$ cat src/rtl/uart_pkg.sv
// Shared UART definitions: receiver state encoding, STATUS bit layout and the baud divisor.
// Used by both uart_rx_fifo and uart_tx.
package uart_pkg;

    typedef logic [2:0] rx_state_t;

    localparam rx_state_t ST_IDLE  = 3'd0;
    localparam rx_state_t ST_START = 3'd1;
    localparam rx_state_t ST_DATA  = 3'd2;
    localparam rx_state_t ST_STOP  = 3'd3;
    localparam rx_state_t ST_BRK   = 3'd4;

    localparam int unsigned STAT_RDY  = 0;
    localparam int unsigned STAT_OVR  = 1;
    localparam int unsigned STAT_FERR = 2;

    // Clocks per bit, rounded to nearest.
    function automatic int unsigned baud_div(input int unsigned clk_hz, input int unsigned baud);
        return (clk_hz + baud / 2) / baud;
    endfunction

endpackage

$ cat src/rtl/uart_rx_fifo_if.sv
// CPU-side and serial-side signals of the UART receiver.
// The device takes the slave modport; the host/bench drives through master.
interface uart_rx_fifo_if;

    logic       rx;
    logic       rd_n;
    logic       st_rd_n;
    logic [7:0] DOUT;
    logic [7:0] STATUS;
    logic       rdy;

    modport master (
        output rx,
        output rd_n,
        output st_rd_n,
        input  DOUT,
        input  STATUS,
        input  rdy
    );

    modport slave (
        input  rx,
        input  rd_n,
        input  st_rd_n,
        output DOUT,
        output STATUS,
        output rdy
    );

endinterface

$ cat src/rtl/rx_fifo.sv
// Byte FIFO for received characters; head byte is shown combinationally, 8'hFF when empty.
// Pop on empty is ignored; push on full is accepted only if a pop happens in the same cycle.
module rx_fifo #(
    parameter int unsigned DEPTH = 4
) (
    input  logic       clk,
    input  logic       rst,
    input  logic       push,
    input  logic       pop,
    input  logic [7:0] din,
    output logic [7:0] dout,
    output logic       full,
    output logic       empty
);

    localparam int unsigned AW = $clog2(DEPTH);

    logic [7:0]    r_mem [DEPTH];
    logic [AW-1:0] r_wptr;
    logic [AW-1:0] r_rptr;
    logic [AW:0]   r_count;

    logic w_do_push;
    logic w_do_pop;

    assign empty     = (r_count == '0);
    assign full      = (r_count == (AW+1)'(DEPTH));
    assign w_do_pop  = pop & ~empty;
    assign w_do_push = push & (~full | w_do_pop);
    assign dout      = empty ? 8'hFF : r_mem[r_rptr];

    always_ff @(posedge clk or negedge rst) begin
        if (!rst) begin
            r_wptr  <= '0;
            r_rptr  <= '0;
            r_count <= '0;
        end else begin
            if (w_do_push) begin
                r_wptr <= r_wptr + AW'(1);
            end
            if (w_do_pop) begin
                r_rptr <= r_rptr + AW'(1);
            end
            r_count <= r_count + (AW+1)'(w_do_push) - (AW+1)'(w_do_pop);
        end
    end

    always_ff @(posedge clk) begin
        if (w_do_push) begin
            r_mem[r_wptr] <= din;
        end
    end

endmodule

$ cat src/rtl/uart_rx_fifo.sv
// 8N1 UART receiver feeding a small FIFO, with IO-port style data and status reads.
// Strobes act on their synchronized rising edge so the CPU sees stable data for the whole read.
module uart_rx_fifo
    import uart_pkg::*;
#(
    parameter int unsigned CLK_HZ = 50000000,
    parameter int unsigned BAUD   = 115200,
    parameter int unsigned DEPTH  = 4
) (
    input  logic           clk,
    input  logic           rst,
    uart_rx_fifo_if.slave  bus
);

    localparam int unsigned DIV   = baud_div(CLK_HZ, BAUD);
    localparam int unsigned HALF  = DIV / 2;
    localparam int unsigned CNT_W = $clog2(DIV);

    logic            r_rx_meta;
    logic            r_rx_sync;
    logic            r_rd_meta;
    logic            r_rd_sync;
    logic            r_rd_prev;
    logic            r_st_meta;
    logic            r_st_sync;
    logic            r_st_prev;
    logic [1:0]      r_flush;
    logic            r_armed;

    rx_state_t       r_state;
    logic [CNT_W-1:0] r_cnt;
    logic [2:0]      r_bit;
    logic [7:0]      r_shift;
    logic            r_ovr;
    logic            r_ferr;

    rx_state_t       w_state_d;
    logic [CNT_W-1:0] w_cnt_d;
    logic [2:0]      w_bit_d;
    logic [7:0]      w_shift_d;
    logic            w_push;
    logic            w_ferr_set;
    logic            w_ovr_set;
    logic            w_rd_rise;
    logic            w_st_rise;
    logic            w_full;
    logic            w_empty;
    logic [7:0]      w_dout;
    logic [7:0]      w_status;

    always_ff @(posedge clk or negedge rst) begin
        if (!rst) begin
            r_rx_meta <= 1'b1;
            r_rx_sync <= 1'b1;
            r_rd_meta <= 1'b1;
            r_rd_sync <= 1'b1;
            r_rd_prev <= 1'b1;
            r_st_meta <= 1'b1;
            r_st_sync <= 1'b1;
            r_st_prev <= 1'b1;
        end else begin
            r_rx_meta <= bus.rx;
            r_rx_sync <= r_rx_meta;
            r_rd_meta <= bus.rd_n;
            r_rd_sync <= r_rd_meta;
            r_rd_prev <= r_rd_sync;
            r_st_meta <= bus.st_rd_n;
            r_st_sync <= r_st_meta;
            r_st_prev <= r_st_sync;
        end
    end

    // After reset the synchronizer holds its reset value for two cycles; only a real
    // high level on rx arms the receiver, so a frame cut by reset is not picked up mid-way.
    always_ff @(posedge clk or negedge rst) begin
        if (!rst) begin
            r_flush <= 2'b00;
            r_armed <= 1'b0;
        end else begin
            r_flush <= {r_flush[0], 1'b1};
            if (r_flush[1] && r_rx_sync) begin
                r_armed <= 1'b1;
            end
        end
    end

    assign w_rd_rise = r_rd_sync & ~r_rd_prev;
    assign w_st_rise = r_st_sync & ~r_st_prev;

    always_comb begin
        w_state_d  = r_state;
        w_cnt_d    = r_cnt;
        w_bit_d    = r_bit;
        w_shift_d  = r_shift;
        w_push     = 1'b0;
        w_ferr_set = 1'b0;
        case (r_state)
            ST_IDLE: begin
                if (r_armed && !r_rx_sync) begin
                    w_state_d = ST_START;
                    w_cnt_d   = '0;
                end
            end
            ST_START: begin
                if (r_cnt == CNT_W'(HALF - 1)) begin
                    w_cnt_d   = '0;
                    w_bit_d   = '0;
                    w_state_d = r_rx_sync ? ST_IDLE : ST_DATA;
                end else begin
                    w_cnt_d = r_cnt + CNT_W'(1);
                end
            end
            ST_DATA: begin
                if (r_cnt == CNT_W'(DIV - 1)) begin
                    w_cnt_d   = '0;
                    w_shift_d = {r_rx_sync, r_shift[7:1]};
                    w_bit_d   = r_bit + 3'd1;
                    if (r_bit == 3'd7) begin
                        w_state_d = ST_STOP;
                    end
                end else begin
                    w_cnt_d = r_cnt + CNT_W'(1);
                end
            end
            ST_STOP: begin
                if (r_cnt == CNT_W'(DIV - 1)) begin
                    w_cnt_d = '0;
                    if (r_rx_sync) begin
                        w_push    = 1'b1;
                        w_state_d = ST_IDLE;
                    end else begin
                        w_ferr_set = 1'b1;
                        w_state_d  = ST_BRK;
                    end
                end else begin
                    w_cnt_d = r_cnt + CNT_W'(1);
                end
            end
            ST_BRK: begin
                if (r_rx_sync) begin
                    w_state_d = ST_IDLE;
                end
            end
            default: begin
                w_state_d = ST_IDLE;
                w_cnt_d   = '0;
            end
        endcase
    end

    always_ff @(posedge clk or negedge rst) begin
        if (!rst) begin
            r_state <= ST_IDLE;
            r_cnt   <= '0;
            r_bit   <= '0;
            r_shift <= '0;
        end else begin
            r_state <= w_state_d;
            r_cnt   <= w_cnt_d;
            r_bit   <= w_bit_d;
            r_shift <= w_shift_d;
        end
    end

    // A pop in the same cycle makes room, so a push into a full FIFO is then not an overrun.
    assign w_ovr_set = w_push & w_full & ~w_rd_rise;

    // Set beats clear when both land in the same cycle.
    always_ff @(posedge clk or negedge rst) begin
        if (!rst) begin
            r_ovr  <= 1'b0;
            r_ferr <= 1'b0;
        end else begin
            r_ovr  <= (r_ovr & ~w_st_rise) | w_ovr_set;
            r_ferr <= (r_ferr & ~w_st_rise) | w_ferr_set;
        end
    end

    rx_fifo #(
        .DEPTH (DEPTH)
    ) u_fifo (
        .clk   (clk),
        .rst   (rst),
        .push  (w_push),
        .pop   (w_rd_rise),
        .din   (r_shift),
        .dout  (w_dout),
        .full  (w_full),
        .empty (w_empty)
    );

    always_comb begin
        w_status            = 8'h00;
        w_status[STAT_RDY]  = ~w_empty;
        w_status[STAT_OVR]  = r_ovr;
        w_status[STAT_FERR] = r_ferr;
    end

    assign bus.DOUT   = w_dout;
    assign bus.STATUS = w_status;
    assign bus.rdy    = ~w_empty;

endmodule

$ cat src/flat_wrapper.sv
// flat-port wrapper written by rule: the top's interface ports become plain ports
module uart_rx_fifo_flat import uart_pkg::*;
#(
    parameter int unsigned CLK_HZ = 50000000,
    parameter int unsigned BAUD   = 115200,
    parameter int unsigned DEPTH  = 4
)
  (clk, rst, bus_rx, bus_rd_n, bus_st_rd_n, bus_DOUT, bus_STATUS, bus_rdy);
  uart_rx_fifo_if bus_i ();
  input  logic clk;
  input  logic rst;
  input wire logic [$bits(bus_i.rx)-1:0] bus_rx;
  input wire logic [$bits(bus_i.rd_n)-1:0] bus_rd_n;
  input wire logic [$bits(bus_i.st_rd_n)-1:0] bus_st_rd_n;
  output wire logic [$bits(bus_i.DOUT)-1:0] bus_DOUT;
  output wire logic [$bits(bus_i.STATUS)-1:0] bus_STATUS;
  output wire logic [$bits(bus_i.rdy)-1:0] bus_rdy;
  assign bus_i.rx = bus_rx;
  assign bus_i.rd_n = bus_rd_n;
  assign bus_i.st_rd_n = bus_st_rd_n;
  assign bus_DOUT = bus_i.DOUT;
  assign bus_STATUS = bus_i.STATUS;
  assign bus_rdy = bus_i.rdy;
  uart_rx_fifo #(.CLK_HZ(CLK_HZ), .BAUD(BAUD), .DEPTH(DEPTH)) u_core (.clk(clk), .rst(rst), .bus(bus_i));
endmodule
$ cat config.mk
export PLATFORM = sky130hd
export DESIGN_NAME = uart_rx_fifo_flat
export DESIGN_NICKNAME = d
export VERILOG_FILES = /design/src/rtl/uart_pkg.sv /design/src/rtl/uart_rx_fifo_if.sv /design/src/rtl/rx_fifo.sv /design/src/rtl/uart_rx_fifo.sv /design/src/flat_wrapper.sv
export SDC_FILE = /design/constraint.sdc
export NUM_CORES = 1
export LEC_CHECK = 0
export CAP_MARGIN = 20
export CORE_MARGIN = 2
export CORE_UTILIZATION = 61
export DETAILED_ROUTE_END_ITERATION = 6
export PLACE_DENSITY = 0.81
export SLEW_MARGIN = 20
export SYNTH_ARGS = -nofsm -noshare
export SYNTH_HDL_FRONTEND = slang
export SYNTH_HIERARCHICAL = 1
export SYNTH_SLANG_ARGS = --single-unit
$ cat constraint.sdc
create_clock -name clk -period 6.68 [get_ports clk]
set_input_delay 1.67 -clock clk [delete_from_list [all_inputs] [get_ports clk]]
set_output_delay 1.67 -clock clk [all_outputs]
set_load 0.05 [all_outputs]
# == After elaboration in Yosys (flattened, before gate mapping) ==
# Memories as Yosys holds them, arrays and structs flattened.
# Cells that the tools add are included.
# word_totals
regBits,43
mem_bits_rw,32
in_bits,5
output_inout_bits,17
wordCells,94
n_memories,1
# mem_list
memory,words,width,rd,rd_ports_with_merged_regs,write_ports,line_no,text
u_core.u_fifo.r_mem,4,8,1,0,1,rx_fifo.sv:18,logic [7:0] r_mem [DEPTH];
# op_classes
addsub,6
n_eq_ne,14
mux,25
n_bitwise,18
reduce_logical,11
# op_table
op,n
one-hot mux 9 bit (4 select lines),1
2-to-1 mux 3 bit,9
2-to-1 mux 9 bit,3
one-hot mux 3 bit (5 select lines),1
!= test 2 x 1 -> 1 bit (second input constant),6
adder 9 x 1 -> 9 bit (second input constant),1
equality test 3 bit (second input constant),3
equality test 9 x 8 -> 1 bit (second input constant),1
equality test 9 bit (second input constant),1
bitwise AND 1 bit,8
2-to-1 mux 1 bit,8
2-to-1 mux 8 bit,1
NOT 1 bit,7
equality test 3 x 2 -> 1 bit (second input constant),2
zero test 3 bit,2
one-hot mux 3 bit (2 select lines),1
AND reduction 6 bit,1
adder 2 x 1 -> 2 bit (second input constant),2
AND reduction 2 bit,2
adder 3 x 1 -> 3 bit,1
adder 3 x 1 -> 3 bit (second input constant),1
equality test 3 x 1 -> 1 bit (second input constant),1
OR 1 bit,3
AND reduction 3 bit,1
6 further kinds,7

# == Logic depth before layout (Yosys ltp) ==
# Gate-level depths: netlist of run 1.
# depth
ltp_word,7
mapped_depth,12
mapped_depth_nobuf,12

# == Cells and area by module ==
# Netlist of run 1, hierarchy kept.
# by_module_without_submodules
module,n_inst,cells_per_inst,area_each_um2,seq_area_each_um2
uart_rx_fifo,1,142,1640.3,910.9
rx_fifo,1,86,1629.1,1136.1

# == Worst setup path after synthesis of run 1 ==
# OpenSTA, ideal clock, no wires.
# synth_path
path_type,flip-flop to output port
from,register u_core.u_fifo.r_count[1]
to,output port bus_STATUS[0]
t_arrival_ps,1487
required_ps,5010
slack_ps,3523
stages_incl_launch_ff,5
path_buffers,1
cell_sequence,dfrtp_1 or3_2 inv_1 inv_1 buf_4
# synth_via
elab_chain_len,2
# synth_rtl
element,line_no,text
"start, declared",rx_fifo.sv:21,logic [AW:0] r_count;
"start signal, assigned",rx_fifo.sv:44,r_count <= r_count + (AW+1)'(w_do_push) - (AW+1)'(w_do_pop);
zero test 3 bit,rx_fifo.sv:26,assign empty = (r_count == '0);
named net u_core.w_empty,uart_rx_fifo.sv:47,logic w_empty;
NOT 1 bit,n/a,
"end, declared",flat_wrapper.sv:16,output wire logic [$bits(bus_i.STATUS)-1:0] bus_STATUS;
# The timed path passes the listed nets, and every way through them passes these cells.

# == Worst setup path in the final report of run 1 ==
# layout_path
from,register u_core.u_fifo.r_rptr[0]
to,output port bus_DOUT[4]
# layout_via
elab_chain_len,2
# layout_rtl
element,line_no,text
"start, declared",rx_fifo.sv:20,logic [AW-1:0] r_rptr;
"start signal, assigned",rx_fifo.sv:42,r_rptr <= r_rptr + AW'(1);
memory read (4 x 8 bit),n/a,
2-to-1 mux 8 bit,rx_fifo.sv:30,assign dout = empty ? 8'hFF : r_mem[r_rptr];
"end, declared",flat_wrapper.sv:15,output wire logic [$bits(bus_i.DOUT)-1:0] bus_DOUT;
# Every way passes these cells.

==> results of run 1 <==
## state kept, by name, summed over array words and instances, names as in the netlist, 2 cells and up
register / count
u_core/r_flush: 2
u_core/r_state: 3
u_core/r_bit: 3
u_core/u_fifo/r_mem: 32
u_core/u_fifo/r_wptr: 2
u_core/r_cnt: 9
u_core/u_fifo/r_rptr: 2
u_core/r_shift: 8
u_core/u_fifo/r_count: 3
## where the power goes
group          switching, mW  total (mW)  internal [mW]
sequential            0.0249       0.522          0.498
clock                  0.149       0.283          0.133
combinational         0.0793       0.133         0.0537
## cell families (layout without fill, tap and decap cells)
group,after synthesis,after routing,share of synthesized area
adder cells (fa/ha/maj),11,11,0.0444
AO/OA/AOI/OAI,25,25,0.0543
buffers and inverters,22,42,0.0360
AND/OR/NAND/NOR,64,64,0.115
flip-flops,75,75,0.626
other,2,6,0.00230
multiplexers,23,23,0.106
XOR/XNOR,6,6,0.0161
## worst max-delay path, delay by kind of cell (launching register included)
family,cells,cell delay [ps]
multiplexers,1,560
buffers and inverters,1,700
AND/OR/NAND/NOR,1,280
flip-flops,1,700
## layer usage
metal / track usage / vias up
li1: - / 845
met1: 0.229 / 831
met2: 0.273 / 28
met3: 0.0635 / 5
met4: 0.0750 / 0
met5: 0 / -
## cell type report
| type | count | area [um2] |
|---|---|---|
| Multi-Input combinational cell | 135 | 1130 |
| Fill cell | 363 | 1520 |
| Clock inverter | 5 | 31.3 |
| Timing Repair Buffer | 16 | 155 |
| Sequential cell | 75 | 2050 |
| Inverter | 10 | 37.5 |
| Tap cell | 70 | 87.6 |
| Clock buffer | 11 | 131 |
## per-stage QoR
stage / cell area, um2 / cells
4_1_cts: 3620 / 322
2_1_floorplan: 3280 / 232
3_5_place_dp: 3460 / 306
3_3_place_gp: 3450 / 306
5_1_grt: 3620 / 322
6_report: 3620 / 322
## worst paths after layout
path	start	end	slack [ps]	cells after the start
worst max-delay path	u_core/u_fifo/r_rptr[0]$_DFFE_PN0N_	bus_DOUT[4]	2430	3
worst min-delay path	u_core/r_flush[0]$_DFF_PN0_	u_core/r_flush[1]$_DFF_PN0_	350	0
worst max register to register	u_core/r_cnt[1]$_DFFE_PN0P_	u_core/u_fifo/r_count[2]$_DFF_PN0_	4110	11
worst min register to register	u_core/r_flush[0]$_DFF_PN0_	u_core/r_flush[1]$_DFF_PN0_	350	0
max in group asynchronous	rst	u_core/r_shift[0]$_DFFE_PN0P_	4640	1
min in group asynchronous	rst	u_core/r_bit[1]$_DFFE_PN0P_	1460	1
## layout by cell type (no fill, tap or decap), types with 2 or more instances in the layout
master / instances
a21oi_1: 5
a22o_1: 2
and2_2: 4
and3_1: 6
and4_1: 2
clkbuf_1: 2
clkbuf_8: 9
clkdlybuf4s50_1: 15
clkinv_2: 3
conb_1: 6
dfrtp_1: 35
dfstp_2: 8
edfxtp_1: 32
ha_1: 10
inv_1: 10
mux2_2: 9
mux2i_1: 5
mux4_2: 8
nand2_1: 13
nand2b_1: 3
nor2_1: 7
nor3_1: 7
o21a_1: 2
o21ai_0: 3
o21ai_1: 3
o22ai_1: 2
o31ai_1: 2
or2_2: 10
xnor2_1: 5
==> out/metrics.csv, run 1 <==
metric;value;unit
rows;26;
route.detailed.drc;0;
max_freq;235;MHz
crit_required;5010;ps
cts_tree;yes;
critPathLaunchType;flop;
h-tree-depth;3;
syn2layout_area_growth;10.9;%
drv_cap;0;
cts.repair.resized;0;
fin_worst_skew;14.0;ps
clk_pin_slew;70;ps
numCtsBuffers;9;
path_max_fanout;10;
hold_viol;0;
critPathSlowestCell;dfrtp_1;
ys_types;50;
dieHeight;77.2;um
tightest_slew;911;ps
vias;1709;
track_usage;0.177;
grt_pass1_wl;7.95;mm
wl_per_cell;14.1;um
grt_max_degree;44;
holdWs;352;ps
io_pins;22;
leakagePower;1.39;nW
drt_first_pass_iters;4;
path_class;flop to primary output;
routabilityCongestion;0.805;
ys.flop_type;dfrtp_1;
nNetsFinal;263;
ys_warn_count;6;
hold_path_class;flop to flop;
cts_hold_buf;0;
drt-met1-wl;2.19;mm
avgSynthCellArea;14.3;um2
clkLatencyLatePin;340;ps
core;5140;um2
ant_nets;0;
die_x;77.2;um
fin_ws;2430;ps
initial_utilization;0.636;
slowest_delay;700;ps
cts_setup_buffers;0;
root_buffer;clkbuf_8;
post-place-ws;2760;ps
wirelength;4.56;mm
clockBufferDepth;2;
antenna_found_initial;0;
yosysSeqAreaShare;0.626;
rsz0062_at_grt;no;
highest_layer;met4;
status;finished clean;
antenna_cells;0;
synth-edff-count;32;
dieArea;5960;um2
dr_wl_met3;165;um
overflow;0;
grt_pass1_vias;1690;
netlist_instances;228;
synth_area;3270;um2
synthArstFlopShare;0.573;
dpl.hpwl;3.14;mm
synth_most_common_cell;dfrtp_1;
fin_util;0.705;
drtIter0Drc;122;
arrival;2580;ps
numPortBuffers;16;
vias_per_cell;5.31;
slew_viol_final;0;
ys_ff_latch;75;
ys_top_cells_by_area;edfxtp_1 (29%), dfrtp_1 (27%), dfstp_2 (6.4%);
relSlewSlack;0.393;
drive_gt1_frac;0.246;
synth_top_area_share;0.294;
fin_setup_tns;0;ps
min_period;4250;ps
cts.sinks;75;
peakVddDrop;197;uV
finalCritPeriodShare;0.637;
final-setup-viol-count;0;
end_kind;primary output;
p_per_area;259;nW/um2
yosysTopAreaCell;edfxtp_1;
cp_cell_sequence;mux4_2, or2_2, clkdlybuf4s50_1;
power;0.938;mW
wl_met2;2.15;mm
netlist_top_cells_count;dfrtp_1 (35), edfxtp_1 (32), nand2_1 (13);
No activity file was read; power rests on OpenSTA's default activity.
==> run 2, diff against run 1 <==
--- a/config.mk
+++ b/config.mk
@@ -7,9 +7,9 @@
 export LEC_CHECK = 0
 export CAP_MARGIN = 20
 export CORE_MARGIN = 2
-export CORE_UTILIZATION = 61
+export CORE_UTILIZATION = 52
 export DETAILED_ROUTE_END_ITERATION = 6
-export PLACE_DENSITY = 0.81
+export PLACE_DENSITY = 0.73
 export SLEW_MARGIN = 20
 export SYNTH_ARGS = -nofsm -noshare
 export SYNTH_HDL_FRONTEND = slang
==> constraint.sdc (replaced) <==
create_clock -name clk -period 3.77 [get_ports clk]
set_input_delay 0.9425 -clock clk [delete_from_list [all_inputs] [get_ports clk]]
set_output_delay 0.9425 -clock clk [all_outputs]
set_load 0.05 [all_outputs]
==> run 2 against run 1 <==
Net effect: final cell count up 1.9%; core utilization down 8.2 points; via count up 4.0%; flip-flop and latch count unchanged; critical path type unchanged; largest power group unchanged.
==> out/metrics.csv, run 2 (synthesis results as in run 1) <==
metric;value;unit;change
final_cells;328;;was 322
top_register;u_core/u_fifo/r_mem;;unchanged
hold_viol;0;;unchanged
core;5990;um2;was 5140 um2
numPortBuffers;16;;unchanged
intPower;1.50;mW;was 0.685 mW
drive_gt1_frac;0.253;;was 0.246
fin_worst_skew;9.20;ps;was 14.0 ps
h-tree-depth;3;;unchanged
min_period;3550;ps;
swShare;0.238;;was 0.270
cts_setup_buffers;0;;unchanged
cts.repair.resized;0;;unchanged
relSlewSlack;0.368;;was 0.393
wirelength;5.03;mm;was 4.56 mm
rows;28;;was 26
overflow;0;;unchanged
crit_required;2830;ps;was 5010 ps
largest_register_ff_count;32;;unchanged
nNetsFinal;264;;was 263
path_class;flop to primary output;;unchanged
hold_path_class;flop to flop;;unchanged
power_frac_seq;0.469;;was 0.557
grt_pass1_wl;9.03;mm;was 7.95 mm
final-setup-viol-count;0;;unchanged
slowest_delay;710;ps;was 700 ps
routabilityCongestion;0.827;;was 0.805
drv_cap;0;;unchanged
syn2layout_area_growth;14.2;%;was 10.9%
place_area;3470;um2;was 3460 um2
ant_nets;0;;unchanged
nFillCells;455;;was 363
numCtsBuffers;9;;unchanged
leakagePower;1.44;nW;was 1.39 nW
peakVddDrop;393;uV;was 197 uV
status;finished clean;;unchanged
path_max_fanout;10;;unchanged
clockBufferDepth;2;;unchanged
power.switching;0.468;mW;was 0.254 mW
clk_pin_slew;80;ps;was 70 ps
critPathSlowestCell;dfrtp_1;;unchanged
slew_viol_final;0;;unchanged
tightest_slew;948;ps;was 911 ps
rsz0062_at_grt;no;;unchanged
antenna_cells;0;;unchanged
cts_tree;yes;;unchanged
mostFrequentLayoutCell;dfrtp_1;;unchanged
design_area;3730;um2;was 3620 um2
vias;1778;;was 1709
critPathLaunchType;flop;;unchanged
arrival;2600;ps;was 2580 ps
io_pins;22;;unchanged
cp_cell_sequence;mux4_2, or2_2, clkdlybuf4s50_1;;unchanged
root_buffer;clkbuf_8;;unchanged
initial_utilization;0.546;;was 0.636
mostFrequentLayoutCells;dfrtp_1 (35), edfxtp_1 (32), clkdlybuf4s50_1 (15), nand2_1 (13);;unchanged
drt_first_pass_iters;4;;unchanged
placed_cells_incl_taps;312;;was 306
dieArea;6940;um2;was 5960 um2
vias_per_cell;5.42;;was 5.31
grt_pass1_vias;1825;;was 1690
path_buf_inv;1;;unchanged
combPwrFrac;0.120;;was 0.142
cts.sinks;75;;unchanged
grt_max_degree;44;;unchanged
drtIter0Drc;131;;was 122
largestRegisters;u_core/u_fifo/r_mem (32), u_core/r_cnt (9), u_core/r_shift (8);;unchanged
antenna_found_initial;0;;unchanged
end_kind;primary output;;unchanged
dieHeight;83.3;um;was 77.2 um
route.detailed.drc;0;;unchanged
clock_power_share;0.411;;was 0.301
fin_setup_tns;0;ps;unchanged
clkLatencyLatePin;340;ps;about the same
critPathTopFamily;flip-flops;;unchanged
cts_hold_buf;0;;unchanged
dpl.hpwl;3.30;mm;was 3.14 mm
wl_per_cell;15.3;um;was 14.1 um
p_per_area;527;nW/um2;was 259 nW/um2
finalCritPeriodShare;0.941;;
die_x;83.3;um;was 77.2 um
max_freq;282;MHz;
track_usage;0.166;;was 0.177
[run 2: cell count changes in the layout (fill, tap and decap cells not counted), sizes merged]
cell	change
clkinvlp	-1
buf	+1
bufinv	+4
clkinv	-3
[run 2: metrics by stage]
stage | hold WS (ps) | power (mW) | util | setup WS, ps
global route | 360 | 2.06 | 0.623 | 57.2
finish | 356 | 1.97 | 0.623 | 224
detailed placement | 337 | 1.18 | 0.579 | 546
CTS | 358 | 1.99 | 0.623 | 156
floorplan | 331 | 1.12 | - | 1340
global placement | 333 | 1.17 | 0.579 | 579
[run 2: power groups by stage]
stage | logic [mW] | clock network, mW | registers [mW]
CTS | 0.239 | 0.826 | 0.924
global placement | 0.232 | 0 | 0.939
detailed placement | 0.237 | 0 | 0.941
floorplan | 0.189 | 0 | 0.928
global route | 0.268 | 0.860 | 0.931
finish | 0.237 | 0.808 | 0.924
[run 2: layout make-up]
class                           instances  area (um2)  share of cell area
Sequential cell                        75        2050               0.548
Multi-Input combinational cell        135        1130               0.302
Clock inverter                          5         125              0.0335
Tap cell                               75        93.8              0.0251
Timing Repair Buffer                   17         163              0.0436
Inverter                               10        37.5              0.0101
Clock buffer                           11         141              0.0379
[run 2: metal layers]
| layer | track usage | vias up | wire length (um) |
|---|---|---|---|
| li1 | - | 844 | - |
| met1 | 0.220 | 895 | 2320 |
| met2 | 0.260 | 33 | 2470 |
| met3 | 0.0417 | 6 | 165 |
| met4 | 0.0760 | 0 | 76 |
| met5 | 0 | - | 0 |
[run 2: worst reg2reg max path, delay by kind of cell (launching register included)]
family	cells	cell delay, ps
and+or+nand+nor	4	850
adders and majority gates	3	740
muxes	1	110
DFF	1	400
buffers and inverters	1	100
xor gates and xnor gates	2	310
[run 2: worst paths after layout]
kind / slack [ps] / endpoint / start / depth (start not counted)
setup / recovery: 220 / bus_DOUT[2] / u_core/u_fifo/r_rptr[0]$_DFFE_PN0N_ / 3
hold / removal: 360 / u_core/r_flush[1]$_DFF_PN0_ / u_core/r_flush[0]$_DFF_PN0_ / 0
setup reg to reg: 1210 / u_core/u_fifo/r_count[2]$_DFF_PN0_ / u_core/r_cnt[1]$_DFFE_PN0P_ / 11
hold reg to reg: 360 / u_core/r_flush[1]$_DFF_PN0_ / u_core/r_flush[0]$_DFF_PN0_ / 0
max in group asynchronous: 2430 / u_core/r_state[2]$_DFFE_PN0P_ / rst / 1
min in group asynchronous: 740 / u_core/r_flush[0]$_DFF_PN0_ / rst / 1
==> run 3, diff against run 2 <==
--- a/config.mk
+++ b/config.mk
@@ -5,11 +5,12 @@
 export SDC_FILE = /design/constraint.sdc
 export NUM_CORES = 1
 export LEC_CHECK = 0
+export ABC_AREA = 1
 export CAP_MARGIN = 20
 export CORE_MARGIN = 2
-export CORE_UTILIZATION = 52
+export CORE_UTILIZATION = 53
 export DETAILED_ROUTE_END_ITERATION = 6
-export PLACE_DENSITY = 0.73
+export PLACE_DENSITY = 0.74
 export SLEW_MARGIN = 20
 export SYNTH_ARGS = -nofsm -noshare
 export SYNTH_HDL_FRONTEND = slang
==> run 3 against run 2 <==
Net effect: critical path depth up 3; critical endpoint is now bus_DOUT[7]; total power shrank 11%; first-iteration DRC count grew 13%; clock skew fell by 3.0 ps; sequential power fell by 1%; largest cell class unchanged; global-route usage up 0.96 points; core utilization is 1.8 points lower; largest power group unchanged; routed wire length up 13%; critical path type unchanged; register-to-register slack got worse by 330 ps; maximum frequency rose by 8.9%.
==> out/metrics.csv, run 3 <==
metric;value;unit;change
placed_cells_incl_taps;441;;was 312
cts.sinks;75;;unchanged
arrival;2310;ps;was 2600 ps
clk_pin_slew;70;ps;was 80 ps
numCtsBuffers;9;;unchanged
yosys.area_share.simple;0.253;;was 0.115
route.detailed.drc;0;;unchanged
mostFrequentLayoutCells;nand2_1 (108), dfrtp_1 (35), nand3_1 (33), edfxtp_1 (32), inv_1 (31);;was dfrtp_1 (35), edfxtp_1 (32), clkdlybuf4s50_1 (15), nand2_1 (13)
wirelength;5.67;mm;was 5.03 mm
largest_register_ff_count;32;;unchanged
top_register;u_core/u_fifo/r_mem;;unchanged
min_path_cells;0;;unchanged
status;finished clean;;unchanged
fin_ws;513;ps;was 224 ps
synth_top_family_by_area;simple AND/OR/NAND/NOR gates;;unchanged
clkLatencyLatePin;340;ps;about the same
drt_first_pass_iters;4;;unchanged
peakVddDrop;348;uV;was 393 uV
core;6390;um2;was 5990 um2
synth_adder_area_share;0.0410;;was 0.0444
swShare;0.280;;was 0.238
r2r_cells;8;;was 11
numPortBuffers;16;;unchanged
die_x;85.7;um;was 83.3 um
ys_types;34;;was 50
cts_setup_buffers;0;;unchanged
synth-edff-count;32;;unchanged
synth.area.mux_share;0;;was 0.106
path_class;flop to primary output;;unchanged
drv_cap;0;;unchanged
rrSetupSlack;880;ps;was 1210 ps
crit_required;2830;ps;about the same
intPower;1.26;mW;was 1.50 mW
wl_per_cell;12.4;um;was 15.3 um
dieArea;7340;um2;was 6940 um2
ys_ff_latch;75;;unchanged
cts.repair.resized;0;;unchanged
final_cells;457;;was 328
power;1.75;mW;was 1.97 mW
relSlewSlack;0.388;;was 0.368
routabilityCongestion;0.873;;was 0.827
mostFrequentLayoutCell;nand2_1;;was dfrtp_1
synth_most_common_cell;nand2_1;;was dfrtp_1
cts_hold_buf;0;;unchanged
hold_path_class;flop to flop;;unchanged
dieHeight;85.7;um;was 83.3 um
min_period;3260;ps;was 3550 ps
post-place-ws;868;ps;was 546 ps
grt_max_degree;44;;unchanged
vias;2287;;was 1778
initial_utilization;0.554;;was 0.546
overflow;0;;unchanged
synth_compound_area_frac;0.0322;;was 0.0543
netlist_instances;357;;was 228
antenna_cells;0;;unchanged
clock_power_share;0.328;;was 0.411
synth-xor-area-share;0.0149;;was 0.0161
h-tree-depth;3;;unchanged
power_frac_seq;0.523;;was 0.469
synth_top_area_share;0.272;;was 0.294
critPathLaunchType;flop;;unchanged
tightest_slew;918;ps;was 948 ps
fin_worst_skew;6.15;ps;was 9.20 ps
ys_warn_count;6;;unchanged
synth_area;3540;um2;was 3270 um2
syn2layout_area_growth;9.38;%;was 14.2%
drive_gt1_frac;0.145;;was 0.253
yosysSeqAreaShare;0.579;;was 0.626
p_per_area;452;nW/um2;was 527 nW/um2
yosysTopAreaCell;edfxtp_1;;unchanged
r2r-end;u_core/u_fifo/r_mem[0][0]$_DFFE_PP_;;was u_core/u_fifo/r_count[2]$_DFF_PN0_
nFillCells;535;;was 455
netlist_top_cells_count;nand2_1 (108), dfrtp_1 (35), nand3_1 (33);;was dfrtp_1 (35), edfxtp_1 (32), nand2_1 (13)
cts_tree;yes;;unchanged
fin_setup_tns;0;ps;unchanged
finalCritPeriodShare;0.864;;was 0.941
antenna_found_initial;0;;unchanged
largestRegisters;u_core/u_fifo/r_mem (32), u_core/r_cnt (9), u_core/r_shift (8);;unchanged
root_buffer;clkbuf_8;;unchanged
final-setup-viol-count;0;;unchanged
power.switching;0.490;mW;was 0.468 mW
hold_viol;0;;unchanged
leakagePower;1.71;nW;was 1.44 nW
grt_pass1_wl;9.92;mm;was 9.03 mm
clockBufferDepth;2;;unchanged
io_pins;22;;unchanged
max_freq;307;MHz;was 282 MHz
hp-start;u_core/r_flush[0]$_DFF_PN0_;;unchanged
reg2reg_from;u_core/r_cnt[1]$_DFFE_PN0P_;;unchanged
drtIter0Drc;148;;was 131
rsz0062_at_grt;no;;unchanged
ys_top_cells_by_area;edfxtp_1 (27%), dfrtp_1 (25%), nand2_1 (11%);;was edfxtp_1 (29%), dfrtp_1 (27%), dfstp_2 (6.4%)
end_kind;primary output;;unchanged
vias_per_cell;5.00;;was 5.42
combPwrFrac;0.149;;was 0.120
nNetsFinal;391;;was 264
holdWs;350;ps;was 356 ps
track_usage;0.176;;was 0.166
synthArstFlopShare;0.573;;unchanged
grt_pass1_vias;2142;;was 1825
path_max_fanout;19;;was 10
dpl.hpwl;3.98;mm;was 3.30 mm
avgSynthCellArea;9.90;um2;was 14.3 um2
slew_viol_final;0;;unchanged
ys.flop_type;dfrtp_1;;unchanged
rows;29;;was 28
hold_path_end;u_core/r_flush[1]$_DFF_PN0_;;unchanged
ant_nets;0;;unchanged
run 3: metrics by stage:
stage	area [um2]	util
2_1_floorplan	3550	-
3_3_place_gp	3680	0.577
3_5_place_dp	3680	0.577
4_1_cts	3870	0.606
5_1_grt	3870	0.606
6_report	3870	0.606
run 3: critical path, stage by stage (launching register included):
cell and delay (ps):
dfrtp_1 630, inv_6 280, nand2_1 70, nand3_1 70
nand2_1 60, nand2_1 50, clkdlybuf4s50_1 810
run 3: layout make-up:
type                       instances  area, um2  share of cell area
clock buffer                       9        124              0.0320
clock inverter                     7       58.8              0.0152
inverter                          38        150              0.0388
multi-input combinational        234       1230               0.318
sequential                        75       2050               0.529
tap                               77       96.3              0.0249
timing repair buffer              17        163              0.0421
run 3: worst max path at each step:
| stage | start | endpoint | slack, ps | depth (start not counted) |
|---|---|---|---|---|
| after floorplan | u_core/r_cnt[1]$_DFFE_PN0P_ | u_core/u_fifo/r_count[2]$_DFF_PN0_ | 1350 | 11 |
| after global placement | u_core/u_fifo/r_rptr[0]$_DFFE_PN0N_ | bus_DOUT[4] | 920 | 6 |
| after detailed placement | u_core/u_fifo/r_rptr[0]$_DFFE_PN0N_ | bus_DOUT[4] | 870 | 6 |
| after CTS | u_core/u_fifo/r_rptr[0]$_DFFE_PN0N_ | bus_DOUT[7] | 490 | 6 |
| after global routing | u_core/u_fifo/r_rptr[0]$_DFFE_PN0N_ | bus_DOUT[4] | 340 | 6 |
| final | u_core/u_fifo/r_rptr[0]$_DFFE_PN0N_ | bus_DOUT[7] | 510 | 6 |
run 3: kinds of logic (layout without fill, tap and decap cells):
kind of cell,Yosys count,in the layout
buffers and inverters,52,71
AND/OR/NAND/NOR,192,192
adder cells (fa/ha/maj),11,11
other,2,6
AO/OA/AOI/OAI,19,19
flip-flops,75,75
XOR/XNOR,6,6
run 3: routing by layer:
layer | routed length (um) | track usage | up-vias
met5 | 0 | 0 | -
met4 | 74 | 0.0519 | 0
li1 | - | - | 1165
met3 | 215 | 0.0577 | 8
met1 | 2680 | 0.234 | 1075
met2 | 2700 | 0.277 | 39
run 3: power by group through the flow:
| stage | clock (mW) | sequential, mW | combinational, mW |
|---|---|---|---|
| after detailed placement | 0 | 0.931 | 0.260 |
| final | 0.574 | 0.915 | 0.261 |
| after global placement | 0 | 0.930 | 0.252 |
| after floorplan | 0 | 0.925 | 0.207 |
| after global routing | 0.630 | 0.919 | 0.297 |
| after CTS | 0.587 | 0.915 | 0.260 |
